==> config.mk <==
export PLATFORM = sky130hd
export DESIGN_NAME = usi_tx_serializer
export DESIGN_NICKNAME = d
export VERILOG_FILES = /design/src/rtl/usi_pkg.sv /design/src/rtl/usi_baud_counter.sv /design/src/rtl/usi_tx_serializer.sv
export SDC_FILE = /design/constraint.sdc
export NUM_CORES = 1
export LEC_CHECK = 0
export ABC_AREA = 0
export ABC_CLOCK_PERIOD_IN_PS = 4820
export BUFFER_PORTS_ARGS = -buffer_cell sky130_fd_sc_hd__buf_4
export CAP_MARGIN = 0
export CORE_UTILIZATION = 52
export CTS_CLUSTER_DIAMETER = 150
export CTS_CLUSTER_SIZE = 28
export DETAILED_ROUTE_END_ITERATION = 12
export GPL_TIMING_DRIVEN = 0
export PLACE_DENSITY = 0.76
export SETUP_SLACK_MARGIN = 0.5
export SYNTH_ARGS = -nofsm -noshare
export SYNTH_HDL_FRONTEND = slang
export SYNTH_HIERARCHICAL = 1
export SYNTH_SLANG_ARGS = --single-unit
==> constraint.sdc <==
create_clock -name CLK -period 4.82 [get_ports CLK]
set_input_delay 0.241 -clock CLK [delete_from_list [all_inputs] [get_ports CLK]]
set_output_delay 0.241 -clock CLK [all_outputs]
set_load 0.1 [all_outputs]
==> src/rtl/usi_pkg.sv <==
// Shared types and constants for the USI transmit path.
package usi_pkg;

   localparam int   USI_BYTE_W        = 8;
   localparam logic USI_TX_IDLE_LEVEL = 1'b1;

   typedef enum logic [2:0] {
      ST_IDLE,
      ST_START,
      ST_DATA,
      ST_PARITY,
      ST_STOP
   } usi_tx_state_t;

endpackage

==> src/rtl/usi_baud_counter.sv <==
// Bit-period counter: counts 0..period-1 and pulses tick on the last count.
// A period of 0 behaves as a period of 1.
module usi_baud_counter #(
   parameter int CNT_W = 16
) (
   input  logic             CLK,
   input  logic             RST,
   input  logic             clear,
   input  logic [CNT_W-1:0] period,
   output logic             tick
);

   logic [CNT_W-1:0] count_q;
   logic [CNT_W-1:0] count_d;
   logic [CNT_W-1:0] last_cnt;

   always_comb begin
      last_cnt = (period == '0) ? '0 : period - CNT_W'(1);
      tick     = (count_q == last_cnt);
      count_d  = (clear || tick) ? '0 : count_q + CNT_W'(1);
   end

   always_ff @(posedge CLK) begin
      if (RST) begin
         count_q <= '0;
      end else begin
         count_q <= count_d;
      end
   end

endmodule

==> src/rtl/usi_tx_serializer.sv <==
// USI transmit serializer: pops bytes from the buffer and frames them onto tx.
// Optional parity bit and parity_odd port are built with USI_TX_PARITY_EN.
//
// state     | meaning
// ST_IDLE   | line idle high, waiting for enable and a non-empty buffer
// ST_START  | start bit (low) for one bit period
// ST_DATA   | 8 data bits, LSB first
// ST_PARITY | parity bit (USI_TX_PARITY_EN only)
// ST_STOP   | 1 or 2 stop bits (high); may chain straight into the next frame
module usi_tx_serializer
   import usi_pkg::*;
#(
   parameter int CNT_W = 16
) (
   input  logic                  CLK,
   input  logic                  RST,
   input  logic                  enable,
   input  logic [CNT_W-1:0]      clks_per_bit,
   input  logic                  stop_bits_2,
`ifdef USI_TX_PARITY_EN
   input  logic                  parity_odd,
`endif
   input  logic [7:0]            buffer_occupancy,
   input  logic [USI_BYTE_W-1:0] data_out,
   output logic                  send,
   output logic                  tx,
   output logic                  busy,
   output logic                  frame_done,
   output logic [15:0]           frames_sent
);

   usi_tx_state_t         state_q, state_d;
   logic [USI_BYTE_W-1:0] shift_q, shift_d;
   logic [2:0]            bit_idx_q, bit_idx_d;
   logic                  stop_idx_q, stop_idx_d;
   logic                  par_q, par_d;
   logic [CNT_W-1:0]      cpb_q, cpb_d;
   logic                  stop2_q, stop2_d;
   logic                  tx_q, tx_d;
   logic [15:0]           frames_q, frames_d;
`ifdef USI_TX_PARITY_EN
   logic                  odd_q, odd_d;
`endif

   logic fetch;
   logic load;
   logic send_c;
   logic done_c;
   logic tick;
   logic cnt_clear;

   assign fetch = enable && (buffer_occupancy != 8'd0);

   always_comb begin
      state_d    = state_q;
      shift_d    = shift_q;
      bit_idx_d  = bit_idx_q;
      stop_idx_d = stop_idx_q;
      par_d      = par_q;
      cpb_d      = cpb_q;
      stop2_d    = stop2_q;
      frames_d   = frames_q;
`ifdef USI_TX_PARITY_EN
      odd_d      = odd_q;
`endif
      load       = 1'b0;
      send_c     = 1'b0;
      done_c     = 1'b0;

      case (state_q)
         ST_IDLE: begin
            if (fetch) begin
               load = 1'b1;
            end
         end
         ST_START: begin
            if (tick) begin
               state_d   = ST_DATA;
               bit_idx_d = 3'd0;
            end
         end
         ST_DATA: begin
            if (tick) begin
               par_d     = par_q ^ shift_q[0];
               shift_d   = shift_q >> 1;
               bit_idx_d = bit_idx_q + 3'd1;
               if (bit_idx_q == 3'd7) begin
                  stop_idx_d = 1'b0;
`ifdef USI_TX_PARITY_EN
                  state_d    = ST_PARITY;
`else
                  state_d    = ST_STOP;
`endif
               end
            end
         end
`ifdef USI_TX_PARITY_EN
         ST_PARITY: begin
            if (tick) begin
               state_d    = ST_STOP;
               stop_idx_d = 1'b0;
            end
         end
`endif
         ST_STOP: begin
            if (tick) begin
               if (stop2_q && !stop_idx_q) begin
                  stop_idx_d = 1'b1;
               end else begin
                  done_c   = 1'b1;
                  frames_d = frames_q + 16'd1;
                  if (fetch) begin
                     load = 1'b1;
                  end else begin
                     state_d = ST_IDLE;
                  end
               end
            end
         end
         default: state_d = ST_IDLE;
      endcase

      // Fetch from idle and back-to-back fetch from the last stop cycle share this path.
      if (load) begin
         send_c     = 1'b1;
         shift_d    = data_out;
         par_d      = 1'b0;
         bit_idx_d  = 3'd0;
         stop_idx_d = 1'b0;
         cpb_d      = clks_per_bit;
         stop2_d    = stop_bits_2;
`ifdef USI_TX_PARITY_EN
         odd_d      = parity_odd;
`endif
         state_d    = ST_START;
      end

      case (state_d)
         ST_START:  tx_d = 1'b0;
         ST_DATA:   tx_d = shift_d[0];
`ifdef USI_TX_PARITY_EN
         ST_PARITY: tx_d = par_d ^ odd_d;
`endif
         default:   tx_d = USI_TX_IDLE_LEVEL;
      endcase
   end

   assign cnt_clear = (state_d != state_q) || (state_q == ST_IDLE);

   usi_baud_counter #(
      .CNT_W (CNT_W)
   ) u_baud (
      .CLK    (CLK),
      .RST    (RST),
      .clear  (cnt_clear),
      .period (cpb_q),
      .tick   (tick)
   );

   always_ff @(posedge CLK) begin
      if (RST) begin
         state_q    <= ST_IDLE;
         shift_q    <= '0;
         bit_idx_q  <= 3'd0;
         stop_idx_q <= 1'b0;
         par_q      <= 1'b0;
         cpb_q      <= '0;
         stop2_q    <= 1'b0;
         tx_q       <= USI_TX_IDLE_LEVEL;
         frames_q   <= 16'd0;
`ifdef USI_TX_PARITY_EN
         odd_q      <= 1'b0;
`endif
      end else begin
         state_q    <= state_d;
         shift_q    <= shift_d;
         bit_idx_q  <= bit_idx_d;
         stop_idx_q <= stop_idx_d;
         par_q      <= par_d;
         cpb_q      <= cpb_d;
         stop2_q    <= stop2_d;
         tx_q       <= tx_d;
         frames_q   <= frames_d;
`ifdef USI_TX_PARITY_EN
         odd_q      <= odd_d;
`endif
      end
   end

   assign send        = send_c;
   assign frame_done  = done_c;
   assign busy        = (state_q != ST_IDLE);
   assign tx          = tx_q;
   assign frames_sent = frames_q;

endmodule

After elaboration in Yosys (flattened, before gate mapping)
Index checks and enable logic that the tools add are counted. Widths: inputs -> output; s select.

Register bits: 65.

Add/subtract/negate cells: 4. Equality and inequality tests: 13. Muxes and demuxes: 29. Bitwise gates (word level): 1. Reductions and logical operators: 19.

Operators with widths (count): $add 16x1->16 const B (2); $mux 3 (9); $mux 8 (3); $eq 16x16->1 (1); $logic_not 16->1 (1); $mux 16 (1); $sub 16x1->16 const B (1); $pmux 3 s4 (1); $mux 1 (11); $ne 2x2->1 const B (5); $reduce_bool 2->1 (4); $reduce_bool 8->1 (1); $eq 3x1->1 const B (2); $eq 3x2->1 const B (2); $eq 3x3->1 const B (2); $pmux 1 s2 (3); $pmux 3 s2 (1); $reduce_and 3->1 (2); $reduce_and 5->1 (1); $reduce_or 2->1 (2); $add 3x1->3 const B (1); $logic_not 3->1 (1); $ne 3x3->1 (1); $reduce_bool 3->1 (1); other kinds (5) (7).

Depth between registers and ports, before layout
Depth after elaboration: 11. Depth in mapped cells: 18.

By module
The synthesis kept the hierarchy.

Modules (own cells, without submodules): usi_tx_serializer (instances 1, cells each 261, area each 2363.5 um2); usi_baud_counter (instances 1, cells each 213, area each 1645.3 um2).

Worst setup path before layout
No wires, ideal clock.

Path type: reg-to-reg. Start point: register cpb_q[0]. End point: register frames_q[1], in the netlist frames_sent[1]. Data arrival time: 4.960 ns. Path slack: -0.268 ns. Stages on the path, launching flop included: 16. Buffers on the path: 2. Clock period less this slack: 5.088 ns. Path through: dfxtp_1 inv_1 ha_1 or3b_2 or4_1 buf_4 mux2_4 a21o_1 a2111oi_0 nand3_1 nor4b_1 buf_2 nand4bb_4 nor2_1 mux2i_1 nor2_1.

Cells in the longest elaborated chain, start to end: 4.

Ends and longest elaborated chain: start: declaration (line usi_tx_serializer.sv:37) `logic [CNT_W-1:0] cpb_q, cpb_d;`; start signal: assignment (line usi_tx_serializer.sv:180) `cpb_q <= cpb_d;`; $sub 16x1->16 or $logic_not 16->1 (tied branches) (line usi_baud_counter.sv:18) `last_cnt = (period == '0) ? '0 : period - CNT_W'(1);`; $mux 16 * (line usi_baud_counter.sv:18); $eq 16x16->1 * (line usi_baud_counter.sv:19) `tick = (count_q == last_cnt);`; via tick (line usi_tx_serializer.sv:49) `logic tick;`; $reduce_and 3->1 (no line) *; end signal: assignment (line usi_tx_serializer.sv:183) `frames_q <= frames_d;`; end: declaration (line usi_tx_serializer.sv:40) `logic [15:0] frames_q, frames_d;`.

The timed path passes the listed nets; every way through them passes the cells marked *. A chain may end at the register's enable or synchronous reset.

Worst setup path in the final report
Start point: register cpb_q[1]. End point: register frames_q[14], in the netlist frames_sent[14].

Same word-level chain as after synthesis.

==> metrics <==
First-pass DRT Iterations 5; cell with the most instances after synthesis dfxtp_1; fraction of layout instances using a drive strength above 1 32.82%; nets@finish 619; critical path startpoint category flip-flop; WL/cell around 19 um; Initial Util 54.40%; Syn Nets 515; Static Leak 1.977 nW; total detailed-routing wirelength 12,710 um; CTS tree done; Fin Setup TNS 0 ns; placer congestion estimate 0.9046; Die W 89.80 um; Critical Path Source cpb_q[1]; ys flop type dfxtp_1; Row Count 31; Rel. slew slack 49.83%; fin crit share 92.79%; minimum clock period about 4.5 ns; f_max 223.6 MHz; area delta synth->final 33.65%; total number of vias 4,457; final instance area 0.005358 mm^2; clk sinks 65; actual slew at the worst max-slew pin 0.7510 ns; Synth cell types 71; CP Capture Type flip-flop; final hold violations 0; Max VDD drop 0.0001709 V; H-tree Lvls 3; Worst Path Class, Setup flip-flop to flip-flop; # IOs 56; top cell type by total area after synthesis dfxtp_1; ANT cells 0; largest net degree at the start of global routing 13; Synth top area share 32.46%; Inserted Clock Buffers 9; Post-synth EDFFs 0; Critical Path Sink frames_sent[14]; Clock Path Buffers 2; R2R depth 17; initial antenna violation count 0; Post-synth top cells dfxtp_1, a21oi_1, nor4_1, nor2_1; Synthesis Warnings 6; Reg2Reg Setup Slack about 0.35 ns; RSZ-0062 raised after global routing true; Hold Path Class input pin to flip-flop; Critical Path Fanout Max 7; 1st-iter DRT viols 319; DIE HEIGHT roughly 90 um; Syn Area/Cell 8.457 um^2; Cells after Synth around 470; Residual DRC 0; Reg clk slew, reported paths 0.08 ns; die area 0.008064 mm^2; worst setup margin 0.3476 ns; Syn Std Cell Area 0.004009 mm^2; max_cap viols 0; core area 0.007370 mm^2; Post-synth ARST share 0%; I/O Buffers 55; Max Slew Vio Count 0; vias in the first global route 3,935; Cell Pwr Density 256.5 mW/mm^2; worst r2r dst frames_sent[14]; Critical Path AT 4.77 ns; Root Driver clkbuf_8; status complete, no violations; DR vias/cell 6.545; global route overflow 0; Critical Path RT 5.11 ns; largest cells by area after synthesis dfxtp_1, xnor2_1, o31ai_1, nor4_1, nand4_1; post-synthesis sequential area ratio around 32%; gr usage total between 20% and 30%; skew final 0.01294 ns; global-route wire length before repair between 15,000 and 20,000 um; r2r startpoint cpb_q[1]; DP Worst Slack -0.1525 ns; Seq cells post-synth 65; Antenna Nets Post-Route 0; HPWL after DPL 7963 um; worst skew pair latency 0.36 ns; final setup violating endpoints 0; Placed Area around 0.0046 mm^2
how the worst min path moves through the flow:
stage,from,to,slack [ns],cells after the start
6_report,data_out[6],shift_q[6],0.11,2
5_1_grt,data_out[6],shift_q[6],0.10,2
3_3_place_gp,cpb_q[2],cpb_q[2],0.46,2
3_5_place_dp,data_out[4],shift_q[4],0.47,2
4_1_cts,data_out[6],shift_q[6],0.11,2
2_1_floorplan,data_out[1],shift_q[1],0.39,1
power breakdown:
group	switching, mW	internal [mW]	leakage [nW]
logic	0.213	0.175	1.36
registers	0.0167	0.553	0.532
clock network	0.231	0.185	0.0854
final cells by class:
class | count | area, um^2
multi-input cells | 360 | 2713
flip-flops and latches | 65 | 1319
plain buffers | 39 | 265.3
fillers | 536 | 2012
repair buffers | 93 | 732.0
inverters | 10 | 37.54
clock inverters | 6 | 43.79
clock buffers | 9 | 123.9
well taps | 99 | 123.9
critical path, cell delays in order (launching register included):
cell	delay, ns
dfxtp_4	0.37
inv_2	0.07
ha_4	0.15
or3b_4	0.42
or4_4	0.55
buf_6	0.15
buf_4	0.13
a311oi_1	0.40
or3_1	0.21
o2111ai_1	0.17
a31oi_1	0.16
nor4b_2	0.22
buf_4	0.21
and4bb_2	0.26
nand4_1	0.14
buf_6	0.17
or4_1	0.50
a21oi_1	0.14
metrics by stage:
| step | power (mW) | utilization [%] | hold WS, ns | std cells |
|---|---|---|---|---|
| after CTS | 1.318 | 67.01 | 0.1095 | 653 |
| after floorplan | 0.7999 | - | 0.3866 | 474 |
| after detailed placement | 0.8799 | 62.00 | 0.4728 | 628 |
| final | 1.374 | 72.70 | 0.1145 | 681 |
| after global placement | 0.8739 | 62.00 | 0.4618 | 628 |
| after global routing | 1.422 | 72.70 | 0.1040 | 681 |
metal layers:
| metal | up-vias | global-route usage [%] | routed length (um) |
|---|---|---|---|
| li1 | 2042 | - | - |
| met1 | 2123 | 37.23 | 5374 |
| met3 | 43 | 6.176 | 1081 |
| met4 | 0 | 12.70 | 393 |
| met5 | - | 0 | 0 |
| met2 | 249 | 44.81 | 5860 |
cells in the final DEF, fill, tap and decap left out, types with 3 or more instances in the layout:
cell,synthesis,layout
a21oi_1,28,24
a21oi_2,0,4
a22oi_1,4,4
a2bb2oi_1,4,3
a311oi_1,7,6
a31o_2,6,6
buf_2,11,7
buf_4,1,88
buf_6,2,12
clkbuf_1,22,15
clkbuf_2,1,3
clkbuf_8,0,10
dfxtp_1,65,59
dfxtp_4,0,4
ha_1,5,4
inv_1,9,7
mux2i_1,11,10
nand2_1,17,17
nand2b_1,5,5
nand3_1,16,16
nand4_1,23,23
nor2_1,25,24
nor2b_1,4,4
nor3_1,17,15
nor4_1,28,23
nor4_2,0,4
o21a_1,3,3
o21ai_0,11,11
o31ai_1,24,22
or2_2,4,4
or3_1,16,14
or4_1,14,7
or4_4,0,7
xnor2_1,24,24
xor2_1,12,12
registers in the layout, indices dropped and copies added (netlist names):
name / cells
bit_idx_q: 3
frames_sent: 16
cpb_q: 16
stop2_q: 1
tx: 1
stop_idx_q: 1
shift_q: 8
state_q: 3
u_baud/count_q: 16
cell families after synthesis:
| family | count (synthesis) | share of synthesized area (%) |
|---|---|---|
| AO/OA/AOI/OAI | 114 | 20.01 |
| adder cells (fa/ha/maj) | 5 | 1.561 |
| multiplexers | 13 | 3.402 |
| flip-flops | 65 | 32.46 |
| buffers and inverters | 49 | 5.430 |
| XOR/XNOR | 37 | 8.427 |
| AND/OR/NAND/NOR | 191 | 28.71 |
timing repair:
item | CTS | global route
endpoints found under the setup margin | 59 | 59
setup buffers | 10 | 27
resized for setup | 38 | 56
pin swaps | 5 | 17
gates cloned | 0 | 1
hold buffers | 0 | 0
No activity file was read; power rests on OpenSTA's default activity.
